--- src/rtl/fpu_issue_controller_pkg.sv ---
//------------------------------------------------------------------------------
// Module      : fpu_issue_controller_pkg
// Description : FPU operation codes, issue-FSM state type and default timeout.
// Revision    : 1.0 - initial release
//------------------------------------------------------------------------------
`timescale 1ns/1ps
`default_nettype none

package fpu_issue_controller_pkg;

    typedef enum logic [1:0] {
        FPU_ADD  = 2'd0,
        FPU_SUB  = 2'd1,
        FPU_MUL  = 2'd2,
        FPU_SQRT = 2'd3
    } fpu_op_e;

    typedef enum logic [2:0] {
        ST_IDLE    = 3'd0,
        ST_ISSUE   = 3'd1,
        ST_WAIT    = 3'd2,
        ST_RESPOND = 3'd3,
        ST_SETTLE  = 3'd4
    } issue_state_e;

    localparam int DEFAULT_TIMEOUT = 64;

endpackage

`default_nettype wire

--- src/rtl/fpu_issue_controller_fifo.sv ---
//------------------------------------------------------------------------------
// Module      : fpu_request_fifo
// Description : DEPTH-entry synchronous request FIFO with registered count.
// Revision    : 1.0 - initial release
//------------------------------------------------------------------------------
`timescale 1ns/1ps
`default_nettype none

module fpu_request_fifo #(
    parameter int DEPTH  = 2,
    parameter int DATA_W = 8
) (
    input  logic              clk,
    input  logic              reset,
    input  logic              push,
    input  logic [DATA_W-1:0] push_data,
    input  logic              pop,
    output logic [DATA_W-1:0] head_data,
    output logic              full,
    output logic              empty
);

    localparam int c_PTR_W = $clog2(DEPTH);

    logic [DATA_W-1:0]  r_mem [DEPTH];
    logic [c_PTR_W-1:0] r_wr_ptr;
    logic [c_PTR_W-1:0] r_rd_ptr;
    logic [c_PTR_W:0]   r_count;
    logic               w_push;
    logic               w_pop;

    assign full      = (r_count == (c_PTR_W+1)'(DEPTH));
    assign empty     = (r_count == '0);
    assign w_push    = push && !full;
    assign w_pop     = pop && !empty;
    assign head_data = r_mem[r_rd_ptr];

    // Power-of-two depth lets the pointers wrap by natural overflow.
    always_ff @(posedge clk or negedge reset) begin
        if (!reset) begin
            r_wr_ptr <= '0;
            r_rd_ptr <= '0;
            r_count  <= '0;
        end else begin
            if (w_push) r_wr_ptr <= r_wr_ptr + 1'b1;
            if (w_pop)  r_rd_ptr <= r_rd_ptr + 1'b1;
            case ({w_push, w_pop})
                2'b10:   r_count <= r_count + 1'b1;
                2'b01:   r_count <= r_count - 1'b1;
                default: r_count <= r_count;
            endcase
        end
    end

    always_ff @(posedge clk) begin
        if (w_push) r_mem[r_wr_ptr] <= push_data;
    end

endmodule

`default_nettype wire

--- src/rtl/fpu_issue_controller.sv ---
//------------------------------------------------------------------------------
// Module      : fpu_issue_controller
// Description : Queues tagged FPU requests, issues one at a time, returns results.
// Revision    : 1.0 - initial release
//------------------------------------------------------------------------------
`timescale 1ns/1ps
`default_nettype none

module fpu_issue_controller
    import fpu_issue_controller_pkg::*;
#(
    parameter int WIDTH   = 32,
    parameter int TAG_W   = 5,
    parameter int DEPTH   = 2,
    parameter int TIMEOUT = DEFAULT_TIMEOUT
) (
    input  logic             clk,
    input  logic             reset,
    input  logic             req_valid,
    output logic             req_ready,
    input  logic [1:0]       req_op,
    input  logic [WIDTH-1:0] req_operand_1,
    input  logic [WIDTH-1:0] req_operand_2,
    input  logic [TAG_W-1:0] req_tag,
    output logic [WIDTH-1:0] fpu_operand_1,
    output logic [WIDTH-1:0] fpu_operand_2,
    output logic [1:0]       fpu_operation,
    input  logic [WIDTH-1:0] fpu_result,
    input  logic             fpu_ready,
    output logic             wb_valid,
    input  logic             wb_ready,
    output logic [WIDTH-1:0] wb_result,
    output logic [TAG_W-1:0] wb_tag,
    output logic             wb_error,
    output logic             busy
);

    localparam int c_DATA_W  = 2 + 2*WIDTH + TAG_W;
    localparam int c_TIMER_W = (TIMEOUT > 1) ? $clog2(TIMEOUT) : 1;
    localparam logic [c_TIMER_W-1:0] c_TIMER_LAST = c_TIMER_W'(TIMEOUT - 1);

    issue_state_e         r_state;
    issue_state_e         w_state_next;
    fpu_op_e              r_op;
    logic [WIDTH-1:0]     r_operand_1;
    logic [WIDTH-1:0]     r_operand_2;
    logic [TAG_W-1:0]     r_tag;
    logic [c_TIMER_W-1:0] r_timer;
    logic [WIDTH-1:0]     r_wb_result;
    logic                 r_wb_error;
    logic [c_DATA_W-1:0]  w_head;
    logic                 w_full;
    logic                 w_empty;
    logic                 w_push;
    logic                 w_pop;
    logic                 w_drive;
    logic                 w_timeout;

    assign req_ready = !w_full;
    assign w_push    = req_valid && req_ready;
    assign w_pop     = wb_valid && wb_ready;
    assign w_timeout = (r_timer == c_TIMER_LAST);

    // The in-flight request stays at the head until its writeback completes.
    fpu_request_fifo #(
        .DEPTH  (DEPTH),
        .DATA_W (c_DATA_W)
    ) u_fifo (
        .clk       (clk),
        .reset     (reset),
        .push      (w_push),
        .push_data ({req_op, req_operand_1, req_operand_2, req_tag}),
        .pop       (w_pop),
        .head_data (w_head),
        .full      (w_full),
        .empty     (w_empty)
    );

    always_ff @(posedge clk or negedge reset) begin
        if (!reset) r_state <= ST_IDLE;
        else        r_state <= w_state_next;
    end

    always_comb begin
        w_state_next = r_state;
        w_drive      = 1'b0;
        case (r_state)
            ST_IDLE:    if (!w_empty) w_state_next = ST_ISSUE;
            ST_ISSUE: begin
                w_drive      = 1'b1;
                w_state_next = ST_WAIT;
            end
            ST_WAIT: begin
                w_drive = 1'b1;
                if (fpu_ready || w_timeout) w_state_next = ST_RESPOND;
            end
            ST_RESPOND: begin
                w_drive = 1'b1;
                if (wb_ready) w_state_next = ST_SETTLE;
            end
            ST_SETTLE:  w_state_next = ST_IDLE;
            default:    w_state_next = ST_IDLE;
        endcase
    end

    // ISSUE ignores fpu_ready since it may still reflect the previous operation.
    always_ff @(posedge clk or negedge reset) begin
        if (!reset) begin
            r_op        <= FPU_ADD;
            r_operand_1 <= '0;
            r_operand_2 <= '0;
            r_tag       <= '0;
            r_timer     <= '0;
            r_wb_result <= '0;
            r_wb_error  <= 1'b0;
        end else begin
            case (r_state)
                ST_IDLE: begin
                    if (!w_empty) begin
                        r_op        <= fpu_op_e'(w_head[c_DATA_W-1 -: 2]);
                        r_operand_1 <= w_head[TAG_W+WIDTH +: WIDTH];
                        r_operand_2 <= w_head[TAG_W +: WIDTH];
                        r_tag       <= w_head[TAG_W-1:0];
                    end
                end
                ST_ISSUE: r_timer <= '0;
                ST_WAIT: begin
                    if (fpu_ready) begin
                        r_wb_result <= fpu_result;
                        r_wb_error  <= 1'b0;
                    end else if (w_timeout) begin
                        r_wb_result <= '0;
                        r_wb_error  <= 1'b1;
                    end else begin
                        r_timer <= r_timer + 1'b1;
                    end
                end
                default: ;
            endcase
        end
    end

    assign fpu_operation = w_drive ? r_op        : FPU_ADD;
    assign fpu_operand_1 = w_drive ? r_operand_1 : '0;
    assign fpu_operand_2 = w_drive ? r_operand_2 : '0;
    assign wb_valid      = (r_state == ST_RESPOND);
    assign wb_result     = r_wb_result;
    assign wb_tag        = r_tag;
    assign wb_error      = r_wb_error;
    assign busy          = (r_state != ST_IDLE) || !w_empty;

endmodule

`default_nettype wire

--- config.mk ---
export PLATFORM = sky130hd
export DESIGN_NAME = fpu_issue_controller
export DESIGN_NICKNAME = d
export VERILOG_FILES = /design/src/rtl/fpu_issue_controller_pkg.sv /design/src/rtl/fpu_issue_controller_fifo.sv /design/src/rtl/fpu_issue_controller.sv
export SDC_FILE = /design/constraint.sdc
export NUM_CORES = 1
export LEC_CHECK = 0
export BUFFER_PORTS_ARGS = -buffer_cell sky130_fd_sc_hd__buf_2
export CORE_MARGIN = 1.5
export CORE_UTILIZATION = 49
export CTS_CLUSTER_DIAMETER = 80
export DETAILED_ROUTE_END_ITERATION = 10
export PLACE_DENSITY = 0.83
export SETUP_SLACK_MARGIN = 0.1
export SLEW_MARGIN = 5
export SYNTH_ARGS = -nofsm -noshare
export SYNTH_HDL_FRONTEND = slang
export SYNTH_SLANG_ARGS = --single-unit
--- constraint.sdc ---
create_clock -name clk -period 3.9 [get_ports clk]
set_clock_uncertainty 0.1 [all_clocks]
set_input_delay 0.39 -clock clk [delete_from_list [all_inputs] [get_ports clk]]
set_output_delay 0.39 -clock clk [all_outputs]
set_load 0.02 [all_outputs]
==> impl_results.md, run 1 <==
- CTS tree: built
- Comb pwr share: roughly a third
- Via density: between 5 and 6
- Vias in the first global route: 6452
- Leading cell type by number of instances after synthesis: edfxtp_1
- Post-synthesis sequential area ratio: between 70% and 80%
- Via count: 6350
- Top delay family on crit path: simple AND/OR/NAND/NOR gates
- Clock power frac: roughly a quarter
- RSZ-0062 raised after global routing: false
- VDD IR max: a little under 0.5 mV
- Worst-Skew Late Latency: approximately 0.54 ns
- Crit-path cells: nor2_1, nor2_4, buf_4, and2_1, buf_2
- Critical path data arrival time: 2.64 ns
- Net Count, Synth: between 700 and 800
- Share of cells above drive strength 1: roughly 28%
- Die H: 144.5 um
- Largest net degree at the start of global routing: roughly 90
- CP Max Fanout: 49
- # H-tree levels: 1
- Core area: between 15000 and 20000 um2
- Area grow syn2layout: 32.26%
- Final layout net count: 1087
- Syn. warnings: 0
- Max stage delay on crit path: just under 0.8 ns
- GRT Util Overall: 20.03%
- IO Port Bufs: 214
- Pre-antenna DRT Iters: 5
- Area of the multi-input gates: about 2400 um2
- Die Span X: 144.5 um
- DRT antenna net count: 0
- Residual DRC: 0
- Most frequent cells after synthesis: edfxtp_1 (142), dfrtp_1 (117), nand2_1 (77), mux2i_1 (73), o21ai_1 (71)
- Static Leak: between 5 and 6 nW
- Die area: approximately 21000 um2
- Setup CP Type: register to output pin
- Final period util: approximately four fifths
- Crit path buf inv count: 2
- Setup TNS: 0 ns
- Rows: about 50
- Max-Cap Viols: 0
- Slew Viols, Final: 0
- Max-slew headroom at the worst pin: between 10% and 20%
- Final WL: between 20000 and 25000 um
- Post-synthesis instance total: about 670
- Switching power: 3.844 mW
- Reg area: a little over 7000 um2
- Post-DP HPWL: between 10000 and 15000 um
- Worst Setup End Kind: output pin
- Post-synth ARST share: between 40% and 50%
- Netlist cell types: 35
- Critical Path RT: 3.41 ns
- Global-route wire length before repair: between 30000 and 40000 um
- Pwr dens: ~820 nW/um2
- Hold crit path type: input port to register
- Mean routed wirelength per cell: between 15 and 20 um
- Clk buf depth: 3
- Max stage delay cell, worst path: nor2_4
- Fmax: 319.1 MHz
- Global route overflow: 0
- GPL Wtd Cong: 0.7683
- Tightest Pin Transition: approximately 1.3 ns
- Top area cells in the synthesized netlist: edfxtp_1 (43%), dfrtp_1 (30%), mux2i_1 (7.4%), and2_1 (4.3%), o21ai_1 (3.6%)
- Clk sinks: around 260
- Yosys top cell by area: edfxtp_1
- FF+latch count, synth: 259
- Initial core utilization: around 50%
- Mapped Area: between 9000 and 10000 um2
- Most used flip-flop cell after synthesis: edfxtp_1
- Starting DRT DRC Count: 300
- Final Util: between 60% and 70%
- Number of diodes: 0
- Root buffer cell: clkbuf_16
- Initial antenna violation count: 0
- Clock-pin slew on the worst setup and hold paths: 0.06 ns
- Final Hold Fails: 0
- Yosys top cell area share: between 40% and 50%
- Switching Share: between 30% and 40%
- TritonCTS Buffers: 27
- Internal power: a little under 7 mW
- FILL cells: roughly 1300
- # setup viols final: 0
- I/O Pins: between 200 and 250
- Outcome: complete, no violations
- Critical Path Source Type: register
- Avg Cell Area, Syn: 14.66 um2
- EDFF count, synth: approximately 140
- Period minus WS final: ~3.1 ns
- Total Power: 10.63 mW
- Register share of total power: between 40% and 50%
final timing paths:
| check | from | to | slack [ns] | cells past startpoint |
|---|---|---|---|---|
| max in group asynchronous | reset | wb_result[28] | 2.44 | 3 |
| max reg2reg | r_timer[0] | wb_result[19] | 1.61 | 5 |
| min | fpu_result[7] | wb_result[7] | 0.01 | 2 |
| min in group asynchronous | reset | wb_result[17] | 0.47 | 2 |
| max | r_state[0] | fpu_operand_2[29] | 0.77 | 5 |
| min reg2reg | r_operand_2[4] | r_operand_2[4] | 0.37 | 2 |
what timing repair did:
action	4_1_cts	5_1_grt
hold buffers	92	3
gates resized for setup	0	0
endpoints found under the hold margin	232	3
setup buffers	0	0
worst register-to-register path, cell delays in order (launching register included):
cell     delay (ns)
dfrtp_1        0.42
ha_1           0.25
nand3_2        0.12
nor2_1         0.09
o21ai_2        0.96
a22o_1         0.28
layer usage:
metal	wire length, um	share of wire (%)	global-route usage [%]
met1	8601	40	23.13
met2	11190	52	36.94
met3	1302	6.0	4.503
met4	459	2.1	6.167
met5	0	0	0
cell type report:
| type | instances | area share (%) |
|---|---|---|
| Inverter | 2 | 0.05786 |
| Multi-Input combinational cell | 370 | 18.83 |
| Sequential cell | 259 | 55.46 |
| Tap cell | 265 | 2.556 |
| Timing Repair Buffer | 317 | 16.16 |
| Clock buffer | 40 | 5.970 |
| Clock inverter | 10 | 0.9548 |
cells in the final DEF, fill, tap and decap left out, types with 3 or more instances in the layout:
cell type      count
dfrtp_1          116
clkbuf_8           5
nand3_1            4
buf_2            213
edfxtp_1         142
buf_4              8
a21oi_1            3
mux2i_1           73
xnor2_1            3
nor2_1            11
clkinv_2           4
clkbuf_1           8
a22o_1            32
o2bb2ai_1          3
and2_1            67
clkbuf_16         27
o21ai_1           71
nand2_1           77
dlygate4sd3_1     95
power by group through the flow:
| stage | clock network (mW) | logic (mW) | registers [mW] |
|---|---|---|---|
| final | 2.55 | 3.68 | 4.41 |
| after global routing | 2.70 | 4.05 | 4.49 |
| after CTS | 2.59 | 3.70 | 4.38 |
| after detailed placement | 0 | 3.60 | 4.43 |
| after global placement | 0 | 3.53 | 4.38 |
| after floorplan | 0 | 2.45 | 4.44 |
sequential cells by signal, summed over array words and instances, names as in the netlist:
register / cells
u_fifo.r_count: 2
u_fifo.r_wr_ptr: 1
r_op: 2
wb_error: 1
r_operand_1: 32
u_fifo.r_rd_ptr: 1
r_state: 3
wb_result: 32
u_fifo.r_mem: 142
wb_tag: 5
r_timer: 6
r_operand_2: 32
kinds of logic (layout without fill, tap and decap cells):
kind of cell | count (synthesis) | after routing | synth area share, %
flip-flops | 259 | 259 | 73.32
adder cells (fa/ha/maj) | 2 | 2 | 0.2551
AO/OA/AOI/OAI | 118 | 118 | 7.628
buffers and inverters | 40 | 369 | 2.054
AND/OR/NAND/NOR | 172 | 172 | 8.852
XOR/XNOR | 5 | 5 | 0.4465
multiplexers | 73 | 73 | 7.449
stage by stage:
step	std cells	setup WS (ns)	instance area (um2)	hold slack [ns]
after global routing	1263	0.4781	12970	0.001250
after global placement	1118	1.368	11120	0.3581
after CTS	1260	0.7032	12940	0.0002695
final	1263	0.7659	12970	0.01047
after detailed placement	1118	1.270	11120	0.3665
after floorplan	669	0.6601	9812	-0.005591
(Power assumes the default switching activity.)
==> run 2: changes to the inputs <==
Settings changed: ABC_AREA set to 1, CORE_UTILIZATION 49 to 55, PLACE_DENSITY 0.83 to 0.87.
Clock period 3.9 ns to 2.9 ns, I/O delays scaled along.
==> run 2 against run 1 <==
Compared with the run above:
- core utilization rose by 6.7 points
- register-to-register slack got worse by 0.75 ns
- clock-buffer cell count fell by 4
- final area rose by 6.6%
- combinational power rose by 72%
- worst setup slack got worse by 0.42 ns
- global-route usage rose by 5.3 points
- worst hold slack improved by 0.24 ns
- via count rose by 19%
- area after synthesis rose by 9.1%
- largest cell class unchanged
==> impl_results.md, run 2 <==
- Final Hold Fails: 0 (unchanged)
- IO Port Bufs: 214 (unchanged)
- Final period util: 88.10%
- Yosys top cell area share: 39.83% (-3.6 points)
- Area of the multi-input gates: 2845 um2 (+16%)
- Comb pwr share: 41.2% (+6.6 points)
- Register share of total power: 36.9% (-4.5 points)
- Switching power: 6.122 mW (+59%)
- Residual DRC: 0 (unchanged)
- Final layout net count: 1265 (+16%)
- Total Power: 15.37 mW (+44%)
- Most frequent cells in the layout: buf_2 (213), edfxtp_1 (142), dfrtp_1 (116)
- RSZ-0062 raised after global routing: false
- Leading cell type by number of instances after synthesis: edfxtp_1
- Clk sinks: 259 (unchanged)
- Via density: 5.278 (+5.0%)
- Mapped Area: 10710 um2 (+9.1%)
- Pwr dens: 1111 nW/um2 (+36%)
- I/O Pins: 215 (unchanged)
- Final WL: 25860 um (+20%)
- Global-route wire length before repair: 39830 um (+24%)
- Static Leak: 6.064 nW (+5.5%)
- VDD IR max: 0.7264 mV (+48%)
- CTS tree: built
- Max-Cap Viols: 0 (unchanged)
- Setup CP Type: register to output pin
- Top reg by flops: u_fifo.r_mem
- Slew Viols, Final: 0 (unchanged)
- Number of flip-flops in the largest register: 142 (unchanged)
- Critical Path RT: 2.51 ns (-0.90 ns)
- Switching Share: 39.84% (+3.7 points)
- GRT Util Overall: 25.36% (+5.3 points)
- Initial core utilization: 56.66% (+6.4 points)
- Mean routed wirelength per cell: 18.00 um (+5.5%)
- Via count: 7584 (+19%)
- Die Span X: 142.5 um (-1.4%)
- Top area cells in the synthesized netlist: edfxtp_1 (40%), dfrtp_1 (27%), o211ai_2 (5.8%), or2_2 (3.7%), o21ai_2 (3.6%)
- Vias in the first global route: 7865 (+22%)
- Max-slew headroom at the worst pin: 24.71% (+11 points)
- Clock-pin slew on the worst setup and hold paths: 0.06 ns (about the same)
- Net Count, Synth: 948 (+22%)
- Die area: 20310 um2 (-2.7%)
- # setup viols final: 0 (unchanged)
- Worst-Skew Late Latency: 0.52 ns (-0.02 ns)
- Worst Setup End Kind: output pin
- Outcome: complete, no violations
- Final Non-Filler Cells: 1437 (+14%)
- Area grow syn2layout: 29.14%
- Internal power: 9.243 mW (+36%)
- Post-Place Cells: 1277 (+14%)
- Area post-placement: 11870 um2 (+6.7%)
- Period minus WS final: around 2.6 ns
- Global route overflow: 0 (unchanged)
- Reg area: 7196 um2 (unchanged)
- Starting DRT DRC Count: 367 (+22%)
- Post-synthesis sequential area ratio: 67.18% (-6.1 points)
- EDFF count, synth: 142 (unchanged)
- TritonCTS Buffers: 27 (unchanged)
- Pre-antenna DRT Iters: 5 (unchanged)
- Syn. warnings: 0 (unchanged)
- Avg Cell Area, Syn: 12.77 um2 (-13%)
- Tightest Pin Transition: 1.129 ns (-0.1563 ns)
- FILL cells: 1151 (-14%)
- Finished Cell Area: 13820 um2 (+6.6%)
- Yosys top cell by area: edfxtp_1
- Fmax: between 300 and 400 MHz
- DRT antenna net count: 0 (unchanged)
- Post-synth ARST share: 45.17% (unchanged)
- Core area: 18890 um2 (-3.2%)
- Most used flip-flop cell after synthesis: edfxtp_1
- # H-tree levels: 1 (unchanged)
- Largest net degree at the start of global routing: 83 (-8.8%)
- Rows: 50 (-2.0%)
- Die H: 142.5 um (-1.4%)
- Final Util: 73.17% (+6.7 points)
- Dpl ws: 0.4538 ns (-0.8164 ns)
- Hold crit path type: input port to asynchronous set/reset pin
- CP Max Fanout: 17 (-65%)
- Post-DP HPWL: 13630 um (+14%)
- Commonest non-fill, non-tap cell in the layout: buf_2
- Root buffer cell: clkbuf_16
- Critical Path Source Type: register
- GPL Wtd Cong: 0.7697 (+0.18%)
- Critical path data arrival time: 2.17 ns (-0.47 ns)
- FF+latch count, synth: 259 (unchanged)
- Worst Setup Slack, final: 0.3450 ns (-0.4210 ns)
- Post-synthesis instance total: 838 (+25%)
- Initial antenna violation count: 0 (unchanged)
- Share of cells above drive strength 1: 37.93% (+10 points)
- Netlist cell types: 34 (-2.9%)
- Most frequent cells after synthesis: edfxtp_1 (142), dfrtp_1 (117), nand2_1 (91), nor2_1 (79), inv_1 (76)
- Clock power frac: 21.9% (-2.0 points)
- Clk buf depth: 3 (unchanged)
==> run 2: timing repair <==
item	CTS	global route
hold buffers	107	0
hold endpoints to repair	227	0
endpoints found under the setup margin	32	0
resized for setup	0	0
setup buffers	1	0
==> run 2: cells by family (layout without fill, tap and decap cells) <==
| family | count (synthesis) | in the layout | share of synthesized area, % |
|---|---|---|---|
| AND/OR/NAND/NOR | 291 | 292 | 12.95 |
| buffers and inverters | 129 | 466 | 6.510 |
| AO/OA/AOI/OAI | 151 | 151 | 12.63 |
| XOR/XNOR | 6 | 6 | 0.4909 |
| adder cells (fa/ha/maj) | 2 | 2 | 0.2337 |
| other | 0 | 1 | 0 |
| flip-flops | 259 | 259 | 67.18 |
==> run 2: area by class of cell <==
cell class / count / area share [%]
clock buffers: 36 / 5.421
diodes: 1 / 0.01810
flip-flops and latches: 259 / 52.05
clock inverters: 14 / 0.8870
multi-input cells: 451 / 20.58
inverters: 83 / 2.254
well taps: 260 / 2.353
repair buffers: 333 / 16.44
==> run 2: power groups by stage <==
stage,clock (mW),combinational [mW],sequential (mW)
after global placement,0,5.89,5.62
after CTS,3.39,6.30,5.63
after global routing,3.56,6.90,5.76
after floorplan,0,4.41,5.92
after detailed placement,0,6.07,5.69
final,3.36,6.34,5.67
==> run 2: worst max-delay path: stages (launching register included) <==
cell and delay [ns]:
dfrtp_1 0.42, inv_2 0.15, nor3_4 0.09, nor2_2 0.68, nor2_1 0.11, buf_2 0.20
==> run 2: layer usage <==
metal / global-route usage (%) / vias to the layer above / part of all wire, %
li1: - / 3485 / -
met1: 29.23 / 3699 / 37
met2: 46.78 / 335 / 53
met3: 4.845 / 65 / 7.2
met4: 9.333 / 0 / 2.8
met5: 0 / - / 0
==> run 2: worst paths after layout <==
kind                                          from                 to  slack, ns  cells past startpoint
min in group clk                u_fifo.r_mem[0][1]          wb_tag[1]       0.38                      2
worst min-delay path                         reset      wb_result[21]       0.25                      2
worst max-delay path                    r_state[0]  fpu_operand_2[17]       0.34                      5
max in group asynchronous                    reset    r_operand_1[17]       1.68                      3
worst min register to register  u_fifo.r_mem[0][1]          wb_tag[1]       0.38                      2
worst max register to register          r_state[2]      wb_result[29]       0.86                      8
==> run 2: metrics by stage <==
stage	setup TNS, ns	hold slack (ns)
2_1_floorplan	-38.22	-0.1056
3_3_place_gp	0	0.2605
3_5_place_dp	0	0.2588
4_1_cts	0	0.2546
5_1_grt	0	0.2941
6_report	0	0.2459
==> run 3: changes to the inputs <==
Settings changed: REMOVE_ABC_BUFFERS set to 1.
==> run 3 against run 2 <==
Compared with the run above:
- sequential power hardly changed
- clock-buffer cell count unchanged
- wire length rose by 1.5%
- total power increased by 0.18%
- largest power group unchanged
- final cell count hardly changed
- critical path type unchanged
- die area stayed put
- clock power about the same
==> impl_results.md, run 3 (synthesis gave the netlist of run 2 again) <==
- Outcome: complete, no violations
- Via count: 7666 (+1.1%)
- Internal power: 9.233 mW (-0.11%)
- Largest net degree at the start of global routing: 84 (+1.2%)
- Final Non-Filler Cells: 1438 (+0.070%)
- # H-tree levels: 1 (unchanged)
- Slew Viols, Final: 0 (unchanged)
- Global route overflow: 0 (unchanged)
- Switching power: 6.160 mW (+0.61%)
- Residual DRC: 0 (unchanged)
- Clock-pin slew on the worst setup and hold paths: 0.06 ns (about the same)
- Vias in the first global route: 8194 (+4.2%)
- Fmax: 423.8 MHz (+8.3%)
- CP Max Fanout: 40 (+23)
- Tightest Pin Transition: 1.157 ns (+0.02744 ns)
- Top reg by flops: u_fifo.r_mem
- Final Hold Fails: 0 (unchanged)
- Post-DP HPWL: 14270 um (+4.7%)
- Mean routed wirelength per cell: 18.25 um (+1.4%)
- Dpl ws: 0.9861 ns (+0.5323 ns)
- Final layout net count: 1267 (+0.16%)
- Total Power: 15.39 mW (+0.18%)
- Critical Path RT: 2.51 ns (about the same)
- # setup viols final: 0 (unchanged)
- Core area: 18890 um2 (unchanged)
- Max-Cap Viols: 0 (unchanged)
- Die area: 20310 um2 (unchanged)
- Worst Setup Slack, final: 0.5402 ns (+0.1953 ns)
- Final period util: 81.37% (-6.7 points)
- Worst Reg-to-Reg Cells: 6 (-2)
- Clk buf depth: 3 (unchanged)
- Pwr dens: 1113 nW/um2 (+0.11%)
- TritonCTS Buffers: 27 (unchanged)
- RSZ-0062 raised after global routing: false
- Final WL: 26250 um (+1.5%)
- Hold crit path type: input port to asynchronous set/reset pin
- Root buffer cell: clkbuf_16
- Most frequent cells in the layout: buf_2 (213), edfxtp_1 (142), dfrtp_1 (116)
- Comb pwr share: 41.5% (+0.3 points)
- Initial antenna violation count: 0 (unchanged)
- Post-CTS Setup Inserts: 0 (-1)
- Initial core utilization: 56.66% (unchanged)
- Hold_buf cts: 107 (unchanged)
- Clock power frac: 21.7% (-0.2 points)
- Area grow syn2layout: 29.22% (about the same)
- Critical path depth in cells: 5 (unchanged)
- Final Util: 73.22% (about the same)
- IO Port Bufs: 214 (unchanged)
- GPL Wtd Cong: 0.8042 (+4.5%)
- Clk sinks: 259 (unchanged)
- Post-CTS resize count: 0 (unchanged)
- Commonest non-fill, non-tap cell in the layout: buf_2
- GRT Util Overall: 26.58% (+1.2 points)
- Share of cells above drive strength 1: 38.20% (+0.28 points)
- Max stage delay cell, worst path: dfrtp_1
- Top delay family on crit path: simple AND/OR/NAND/NOR gates
- Critical Path Source Type: register
- Critical path data arrival time: 1.97 ns (-0.20 ns)
- Area post-placement: 11900 um2 (+0.25%)
- Max stage delay on crit path: 0.44 ns (-0.24 ns)
- Number of flip-flops in the largest register: 142 (unchanged)
- Static Leak: 6.088 nW (+0.40%)
- Setup CP Type: register to output pin
- Number of diodes: 0 (-1)
- Register share of total power: 36.8% (about the same)
- Post-Place Cells: 1281 (+0.31%)
- DRT antenna net count: 0 (unchanged)
- FILL cells: 1145 (-0.52%)
- Rows: 50 (unchanged)
- Starting DRT DRC Count: 448 (+22%)
- CTS tree: built
- Period minus WS final: 2.360 ns (-0.1953 ns)
- Finished Cell Area: 13830 um2 (about the same)
- I/O Pins: 215 (unchanged)
- Worst-Skew Late Latency: 0.52 ns (about the same)
- Switching Share: 40.02% (+0.17 points)
- Worst Setup End Kind: output pin
- Global-route wire length before repair: 41950 um (+5.3%)
- Crit-path cells: nor3_4, nor2_4, buf_4, nor2_1, buf_2
- Die Span X: 142.5 um (unchanged)
- Crit path buf inv count: 2 (unchanged)
- Max-slew headroom at the worst pin: 22.88% (-1.8 points)
- VDD IR max: 0.8864 mV (+22%)
- Via density: 5.331 (+1.0%)
- Die H: 142.5 um (unchanged)
- Pre-antenna DRT Iters: 5 (unchanged)
## run 3: cell type report
| cell class | count | area, um2 | share of cell area [%] |
|---|---|---|---|
| clock inverters | 14 | 95.09 | 0.6874 |
| inverters | 83 | 311.5 | 2.252 |
| clock buffers | 36 | 772.0 | 5.581 |
| well taps | 260 | 325.3 | 2.352 |
| multi-input cells | 450 | 2839 | 20.52 |
| flip-flops and latches | 259 | 7196 | 52.02 |
| repair buffers | 336 | 2295 | 16.59 |
## run 3: power by group through the flow
stage,clock (mW),combinational [mW],sequential (mW)
2_1_floorplan,0,3.73,6.10
3_3_place_gp,0,5.97,5.62
3_5_place_dp,0,6.16,5.70
4_1_cts,3.39,6.30,5.63
5_1_grt,3.56,6.96,5.76
6_report,3.34,6.38,5.67
## run 3: per-layer routing
layer	vias to the layer above	part of all wire, %	GRT usage [%]
met2	367	52	47.93
li1	3486	-	-
met5	-	0	0
met3	66	7.7	6.057
met1	3747	37	30.88
met4	0	3.2	9.984
## run 3: path summary, 6_finish.rpt
path	startpoint	end	slack [ns]
min in group clk	u_fifo.r_mem[0][3]	wb_tag[3]	0.39
worst max-delay path	r_state[1]	fpu_operand_1[12]	0.54
worst min-delay path	reset	r_operand_1[31]	0.28
worst max register to register	r_timer[0]	wb_result[11]	0.87
worst min register to register	u_fifo.r_mem[0][3]	wb_tag[3]	0.39
max in group asynchronous	reset	wb_result[23]	1.54
## run 3: worst reg2reg max path, cell delays in order, from the launching register on
cell and delay (ns):
dfrtp_1 0.42, ha_1 0.22, nand3_1 0.14, nor2_2 0.20, nand2_2 0.40, nand3_1 0.31, nand2_1 0.12
## run 3: metrics by stage
stage          setup TNS (ns)  hold slack (ns)
6_report                    0           0.2760
5_1_grt                     0           0.3037
4_1_cts                     0           0.2729
3_5_place_dp                0           0.2660
3_3_place_gp                0           0.2628
2_1_floorplan         -300.36          -0.1056
